**src/rtl/fil_pulse_gen_if.sv**
```systemverilog
// fil_pulse_gen_if
//   Groups the data-path signals of fil_pulse_gen. CLK and RST stay plain
//   ports on the module itself.
//   fil_in      : filtered level from the hysteresis filter stage
//   pulse_out   : generated output pulse
//   busy        : sequencer not idle
//   miss_count  : saturating count of rises ignored while busy
//   width_count : length of the last completed high period
//   width_valid : one-cycle strobe when width_count updates
//   Modports: master drives fil_in and observes the rest; slave is the
//   pulse generator.
interface fil_pulse_gen_if;
  logic        fil_in;
  logic        pulse_out;
  logic        busy;
  logic [7:0]  miss_count;
  logic [29:0] width_count;
  logic        width_valid;

  modport master (
    output fil_in,
    input  pulse_out,
    input  busy,
    input  miss_count,
    input  width_count,
    input  width_valid
  );

  modport slave (
    input  fil_in,
    output pulse_out,
    output busy,
    output miss_count,
    output width_count,
    output width_valid
  );
endinterface

```
**src/rtl/fil_pulse_gen.sv**
```systemverilog
// fil_pulse_gen
//   Downstream of the moving-window hysteresis filter. Detects clean rising
//   edges on the filtered level, waits WAIT_CYCLES, emits a PULSE_CYCLES-wide
//   pulse, then ignores further rises for HOLDOFF_CYCLES.
//   Parameters:
//     WAIT_CYCLES    : rise-to-pulse delay in clocks (0 allowed)
//     PULSE_CYCLES   : pulse width in clocks (>= 1)
//     HOLDOFF_CYCLES : dead time after the pulse (0 allowed)
//   Ports:
//     CLK : sole clock, all logic on posedge
//     RST : synchronous, active-high reset
//     bus : fil_pulse_gen_if.slave (fil_in, pulse_out, busy, miss_count,
//           width_count, width_valid)
//   Optional feature macro: FIL_WIDTH_MEAS_EN
//     defined   : measures each filtered high period into width_count
//     undefined : width_count and width_valid are tied to 0
module fil_pulse_gen #(
  parameter logic [15:0] WAIT_CYCLES    = 16'd1000,
  parameter logic [15:0] PULSE_CYCLES   = 16'd100,
  parameter logic [15:0] HOLDOFF_CYCLES = 16'd500
) (
  input  logic            CLK,
  input  logic            RST,
  fil_pulse_gen_if.slave  bus
);

  localparam logic [1:0] IDLE           = 2'd0;
  localparam logic [1:0] WAITING        = 2'd1;
  localparam logic [1:0] GENERATE_PULSE = 2'd2;
  localparam logic [1:0] HOLDOFF        = 2'd3;

  // Terminal counts; WAIT/HOLDOFF of 0 bypass their states, so the wrapped
  // value is never compared against.
  localparam logic [15:0] WAIT_LAST    = WAIT_CYCLES - 16'd1;
  localparam logic [15:0] PULSE_LAST   = PULSE_CYCLES - 16'd1;
  localparam logic [15:0] HOLDOFF_LAST = HOLDOFF_CYCLES - 16'd1;

  logic [1:0]  state;
  logic [1:0]  state_nx;
  logic [15:0] cnt;
  logic [15:0] cnt_nx;
  logic        fil_d;
  logic        rise;
  logic [7:0]  miss_q;

  // fil_d resets to 0, so a level already high at reset release is a rise.
  assign rise = bus.fil_in & ~fil_d;

  always_comb begin
    state_nx = state;
    cnt_nx   = cnt;
    case (state)
      IDLE: begin
        if (rise) begin
          cnt_nx   = '0;
          state_nx = (WAIT_CYCLES == 16'd0) ? GENERATE_PULSE : WAITING;
        end
      end
      WAITING: begin
        // Losing the level aborts, even on the terminal count.
        if (!bus.fil_in) begin
          state_nx = IDLE;
          cnt_nx   = '0;
        end else if (cnt == WAIT_LAST) begin
          state_nx = GENERATE_PULSE;
          cnt_nx   = '0;
        end else begin
          cnt_nx = cnt + 16'd1;
        end
      end
      GENERATE_PULSE: begin
        if (cnt == PULSE_LAST) begin
          cnt_nx   = '0;
          state_nx = (HOLDOFF_CYCLES == 16'd0) ? IDLE : HOLDOFF;
        end else begin
          cnt_nx = cnt + 16'd1;
        end
      end
      HOLDOFF: begin
        if (cnt == HOLDOFF_LAST) begin
          state_nx = IDLE;
          cnt_nx   = '0;
        end else begin
          cnt_nx = cnt + 16'd1;
        end
      end
      default: begin
        state_nx = IDLE;
        cnt_nx   = '0;
      end
    endcase
  end

  always_ff @(posedge CLK) begin
    if (RST) begin
      state <= IDLE;
      cnt   <= '0;
      fil_d <= 1'b0;
    end else begin
      state <= state_nx;
      cnt   <= cnt_nx;
      fil_d <= bus.fil_in;
    end
  end

  // A rise is judged against the pre-edge state, so one arriving on the
  // edge that returns to IDLE still counts as a miss.
  always_ff @(posedge CLK) begin
    if (RST) begin
      miss_q <= '0;
    end else if (rise && (state != IDLE) && (miss_q != 8'hFF)) begin
      miss_q <= miss_q + 8'd1;
    end
  end

  assign bus.pulse_out  = (state == GENERATE_PULSE);
  assign bus.busy       = (state != IDLE);
  assign bus.miss_count = miss_q;

`ifdef FIL_WIDTH_MEAS_EN
  logic        fall;
  logic [29:0] hcnt;
  logic [29:0] width_q;
  logic        width_v_q;

  assign fall = ~bus.fil_in & fil_d;

  // hcnt holds the number of high samples so far; on the fall edge it still
  // holds the full count of the period just ended.
  always_ff @(posedge CLK) begin
    if (RST) begin
      hcnt      <= '0;
      width_q   <= '0;
      width_v_q <= 1'b0;
    end else begin
      if (bus.fil_in) begin
        if (hcnt != '1) begin
          hcnt <= hcnt + 30'd1;
        end
      end else begin
        hcnt <= '0;
      end
      width_v_q <= fall;
      if (fall) begin
        width_q <= hcnt;
      end
    end
  end

  assign bus.width_count = width_q;
  assign bus.width_valid = width_v_q;
`else
  assign bus.width_count = '0;
  assign bus.width_valid = 1'b0;
`endif

endmodule

```
**src/flat_wrapper.sv**
```systemverilog
// flat-port wrapper written by rule: the top's interface ports become plain ports
module fil_pulse_gen_flat 
#(
  parameter logic [15:0] WAIT_CYCLES    = 16'd1000,
  parameter logic [15:0] PULSE_CYCLES   = 16'd100,
  parameter logic [15:0] HOLDOFF_CYCLES = 16'd500
)
  (CLK, RST, bus_fil_in, bus_pulse_out, bus_busy, bus_miss_count, bus_width_count, bus_width_valid);
  fil_pulse_gen_if bus_i ();
  input  logic CLK;
  input  logic RST;
  input wire logic [$bits(bus_i.fil_in)-1:0] bus_fil_in;
  output wire logic [$bits(bus_i.pulse_out)-1:0] bus_pulse_out;
  output wire logic [$bits(bus_i.busy)-1:0] bus_busy;
  output wire logic [$bits(bus_i.miss_count)-1:0] bus_miss_count;
  output wire logic [$bits(bus_i.width_count)-1:0] bus_width_count;
  output wire logic [$bits(bus_i.width_valid)-1:0] bus_width_valid;
  assign bus_i.fil_in = bus_fil_in;
  assign bus_pulse_out = bus_i.pulse_out;
  assign bus_busy = bus_i.busy;
  assign bus_miss_count = bus_i.miss_count;
  assign bus_width_count = bus_i.width_count;
  assign bus_width_valid = bus_i.width_valid;
  fil_pulse_gen #(.WAIT_CYCLES(WAIT_CYCLES), .PULSE_CYCLES(PULSE_CYCLES), .HOLDOFF_CYCLES(HOLDOFF_CYCLES)) u_core (.CLK(CLK), .RST(RST), .bus(bus_i));
endmodule
```
**config.mk**
```make
export PLATFORM = sky130hd
export DESIGN_NAME = fil_pulse_gen_flat
export DESIGN_NICKNAME = d
export VERILOG_FILES = /design/src/rtl/fil_pulse_gen_if.sv /design/src/rtl/fil_pulse_gen.sv /design/src/flat_wrapper.sv
export SDC_FILE = /design/constraint.sdc
export NUM_CORES = 1
export LEC_CHECK = 0
export BUFFER_PORTS_ARGS = -buffer_cell sky130_fd_sc_hd__buf_2
export CORE_MARGIN = 5
export CORE_UTILIZATION = 35
export DETAILED_ROUTE_END_ITERATION = 10
export GPL_ROUTABILITY_DRIVEN = 0
export GPL_TIMING_DRIVEN = 0
export RECOVER_POWER = 25
export SYNTH_ARGS = -nofsm -noshare
export SYNTH_HDL_FRONTEND = slang
export SYNTH_SLANG_ARGS = --single-unit
export TNS_END_PERCENT = 10
```
**constraint.sdc**
```tcl
create_clock -name CLK -period 2.6 [get_ports CLK]
set_clock_uncertainty 0.05 [all_clocks]
set_input_delay 0.52 -clock CLK [delete_from_list [all_inputs] [get_ports CLK]]
set_output_delay 0.52 -clock CLK [all_outputs]
set_load 0.005 [all_outputs]
```
=== Word-level counts from Yosys, hierarchy flattened ===
Cells that the tools add are included.

* Register bits after elaboration: 27
* Output and inout bits: 41
* Word-level logic and storage cells: 36

* $add $sub $neg: 2
* Equality and inequality tests: 11
* Mux-type cells: 12
* Bitwise logic cells: 2
* Reduce and logical (&&, ||, !) cells: 5

{| class="wikitable"
|+ Operator list
! cell !! number
|-
| 16-bit two-way mux || 5
|-
| 16-bit one-hot mux with 4 select lines || 1
|-
| 16-bit by 1-bit adder with 16-bit output (second input constant) || 1
|-
| 16-bit by 10-bit == test with 1-bit output (second input constant) || 1
|-
| 16-bit by 7-bit == test with 1-bit output (second input constant) || 1
|-
| 16-bit by 9-bit == test with 1-bit output (second input constant) || 1
|-
| 2-bit two-way mux || 5
|-
| 8-bit by 1-bit adder with 8-bit output (second input constant) || 1
|-
| 8-bit inequality test (second input constant) || 1
|-
| 2-bit one-hot mux with 4 select lines || 1
|-
| 2-bit by 1-bit inequality test with 1-bit output (second input constant) || 3
|-
| 2-bit == test (second input constant) || 2
|-
| 4-bit AND reduction || 1
|-
| 3-bit by 2-bit inequality test with 1-bit output (second input constant) || 1
|-
| 2-bit by 1-bit == test with 1-bit output (second input constant) || 1
|-
| 1-bit logical AND || 2
|-
| 2-bit zero test || 1
|-
| 2-bit nonzero test || 1
|-
| 1-bit AND || 1
|-
| 1-bit NOT || 1
|}

=== Longest topological paths before layout ===
* Word-level depth: 4
* Mapped depth: 7

=== Worst setup path before layout ===
No wires, ideal clock.

* Path kind: register -> register
* From: register u_core.cnt[0]
* To: register u_core.cnt[10]
* Setup time: 0.132 ns
* Data arrival time: 1.659 ns
* Required time: 2.418 ns
* Slack: 0.758 ns
* Stages on the path, launching flop included: 8
* Buffers on the path: 1
* Period minus slack after synthesis: 1.842 ns
* Cells stage by stage: dfxtp_1 -> ha_1 -> nor4b_2 -> nand4_1 -> o31a_1 -> buf_2 -> a32oi_1 -> o311ai_1

* Cells in the longest elaborated chain, start to end: 4
* Elaborated cells on any way between the ends: 9
* Those cells by class: 1 x add/sub; 3 x eq/ne; 5 x mux

{| class="wikitable"
|+ RTL lines
! what !! RTL line !! RTL
|-
| start: declaration || fil_pulse_gen.sv:40 || <nowiki>logic [15:0] cnt;</nowiki>
|-
| start signal: assignment || fil_pulse_gen.sv:101 || <nowiki>cnt <= cnt_nx;</nowiki>
|-
| 16-bit by 1-bit adder with 16-bit output or 16-bit by 10-bit == test with 1-bit output (tied branches) || n/a ||
|-
| 16-bit two-way mux || fil_pulse_gen.sv:64 || <nowiki>end else if (cnt == WAIT_LAST) begin</nowiki>
|-
| 16-bit two-way mux || fil_pulse_gen.sv:61 || <nowiki>if (!bus.fil_in) begin</nowiki>
|-
| 16-bit one-hot mux with 4 select lines * || fil_pulse_gen.sv:52 || <nowiki>case (state)</nowiki>
|}

Every way passes the cells marked *; elsewhere a longest branch is shown, timed or not.
A chain may end at the register's enable or synchronous reset.

=== Worst setup path after layout ===
* From: register u_core.cnt[0]
* To: register u_core.cnt[3]

The elaborated chain is that of the path after synthesis.

==> results.py <==
metrics = {
    "clock_network": {
        "clk_pin_slew_ns": 0.10,
        "cts-root-buf": "clkbuf_8",
        "post_cts.repair.setup_buffers": 0,
        "clock_latency_ns": 0.28,
        "clockBufferDepth": 2,
        "hold_buffers": 0,
        "cts_buffers": 3,
        "cts_resized": 0,
        "cts.sinks": 27,
        "htreeDepth": 1,
        "cts_tree": "built",
    },
    "critical_path": {
        "required_ns": 2.70,
        "start_kind": "flop",
        "arrival_ns": 2.34,
        "path_max_fanout": 10,
        "end_kind": "flop",
        "path_class": "reg2reg",
        "r2r_slack_ns": 0.36,
    },
    "global_route": {
        "first_global_vias": 1381,
        "grt_pass1_wl_um": 6270,
        "grt_overflow_total": 0,
        "track_usage_pct": 12.2,
        "grt_max_degree": 17,
        "antenna_found_initial": 0,
    },
    "power_and_ir_drop": {
        "leakage_nw": 0.799,
        "powerDensity_nw_per_um2": 395,
        "vdd_ir_drop_max_mv": 0.241,
        "comb_power_share_pct": 12.9,
        "p_switching_mw": 0.198,
        "clkPwrFrac_pct": 32.2,
        "p_sw_share_pct": 25.6,
        "internal-power_mw": 0.576,
        "seqPwrFrac_pct": 54.8,
    },
    "yosys": {
        "synth_area_um2": 1680,
        "syn-mean-instance-area_um2": 8.15,
        "seq_area_frac_synth_pct": 32.2,
        "synth_largest_area_cell": "dfxtp_1",
        "synth_flop_cell": "dfxtp_1",
        "synth_cell_types": 45,
        "synthCells": 206,
        "yosys-top-cells-area": "dfxtp_1 32%, buf_4 14%, nand2_1 4.7%, xor2_1 4.7%, nand4_1 3.4%",
        "ys_warn_count": 0,
        "synth_edf_count": 0,
        "synthArstFlopShare_pct": 0,
        "ys_ff_latch": 27,
        "synth_top_area_share_pct": 32.2,
    },
    "route": {
        "viasPerCell": 4.87,
        "drt-initial-drc-count": 77,
        "remaining_drc_errors": 0,
        "ant_nets": 0,
        "drt_pass1_iterations": 4,
        "wl_per_cell_um": 12.2,
        "vias": 1489,
        "wirelength_um": 3720,
    },
    "floorplanning": {
        "die-area_um2": 6280,
        "start_util_pct": 35.8,
        "row_count": 25,
        "die_h_um": 79.3,
        "io-pin-count": 44,
        "coreArea_um2": 4690,
        "die_x_um": 79.3,
    },
    "timing": {
        "drv_slew": 0,
        "setup_viol_count_final": 0,
        "fin_crit_sh_pct": 86.2,
        "fmax_mhz": 446,
        "fin_tns_setup_ns": 0,
        "worst_slack_ns": 0.358,
        "rsz0062_at_grt": "no",
        "fin_crit_ns": 2.24,
        "hold_viol_final": 0,
    },
    "cells_and_area": {
        "finalNonFillerCells": 306,
        "syn_to_final_growth_pct": 16.7,
        "fin_nets": 258,
        "mostFrequentLayoutCells": "31 x buf_4, 31 x conb_1, 27 x dfxtp_1",
        "antennaDiodeCount": 0,
        "drive_gt1_share_pct": 21.0,
    },
    "place": {
        "dp_hpwl_um": 2810,
        "portBuffers": 12,
        "dpl_worst_slack_ns": 0.356,
        "dp_cells": 302,
    },
    "job": {
        "drv_cap": 0,
    },
    "outcome": {
        "status": "complete, no violations",
    },
    "hold_path": {
        "hold_class": "in2reg",
    },
}
==> cells by family after synthesis <==
kind of cell | count (synthesis) | share of synthesized area, %
buffers and inverters | 43 | 17.0
multiplexers | 1 | 0.596
adder cells (fa/ha/maj) | 2 | 1.49
AND/OR/NAND/NOR | 85 | 27.3
flip-flops | 27 | 32.2
XOR/XNOR | 10 | 5.22
other | 1 | 0.223
AO/OA/AOI/OAI | 37 | 15.9
==> final cells by class <==
| type | instances | area, um^2 |
|---|---|---|
| fillers | 505 | 2730 |
| multi-input cells | 166 | 966 |
| flip-flops and latches | 27 | 541 |
| plain buffers | 39 | 270 |
| well taps | 54 | 67.6 |
| repair buffers | 12 | 51.3 |
| clock buffers | 3 | 41.3 |
| inverters | 4 | 15.0 |
| clock inverters | 1 | 7.51 |
==> layer usage <==
metal	global-route usage (%)	part of all wire (%)
met1	16.1	46
met3	3.29	4.8
met2	20.5	49
met4	1.55	0.27
met5	0	0
==> final timing paths <==
kind | from | endpoint | cells after the start
worst max-delay path | u_core.cnt[0]$_SDFFE_PP0N_ | u_core.cnt[3]$_SDFFE_PP0N_ | 6
worst min-delay path | bus_fil_in | u_core.fil_d$_SDFF_PP0_ | 2
worst max register to register | u_core.cnt[0]$_SDFFE_PP0N_ | u_core.cnt[3]$_SDFFE_PP0N_ | 6
worst min register to register | u_core.cnt[1]$_SDFFE_PP0N_ | u_core.cnt[1]$_SDFFE_PP0N_ | 2
==> sequential cells by signal, summed over array words and instances (netlist names), named ones only <==
signal                 cells
u_core.bus.miss_count      8
u_core.fil_d               1
u_core.cnt                16
u_core.state               1
==> critical path, stage by stage (launching register included) <==
cell and delay [ns]:
dfxtp_1 0.40, ha_1 0.27, nor4b_2 0.37, nand4_1 0.14, o31a_1 0.30, o21bai_2 0.41, o21ai_0 0.16
==> power by group through the flow <==
stage / sequential, mW / clock, mW / combinational [mW]
final: 0.425 / 0.250 / 0.100
after floorplan: 0.433 / 0 / 0.0814
after detailed placement: 0.434 / 0 / 0.0993
after global placement: 0.434 / 0 / 0.0995
after global routing: 0.426 / 0.278 / 0.114
after CTS: 0.425 / 0.261 / 0.0996
==> cell usage after synthesis, types with 2 or more instances <==
cell,number
clkbuf_1,2
or2_2,2
nor3_1,2
nand4_1,9
dfxtp_1,27
and2_1,2
and4_1,2
nand3_1,11
ha_1,2
nor2_1,14
nand2_1,21
a21oi_1,6
nor4_1,2
o21ai_0,7
or3_1,3
o22ai_1,2
inv_1,4
buf_4,31
xor2_1,9
a32oi_1,5
nor2b_1,7
a211oi_1,3
o311ai_1,5
and3_1,2
buf_2,6
==> through the flow <==
stage | hold WS, ns | cell area [um^2] | utilization, % | total power, mW
after floorplan | 0.406 | 1790 | - | 0.515
after global placement | 0.440 | 1920 | 40.9 | 0.534
after detailed placement | 0.446 | 1920 | 40.9 | 0.534
after CTS | 0.430 | 1970 | 41.9 | 0.785
after global routing | 0.441 | 1960 | 41.8 | 0.818
final | 0.428 | 1960 | 41.8 | 0.774
No activity file was read; power rests on OpenSTA's default activity.
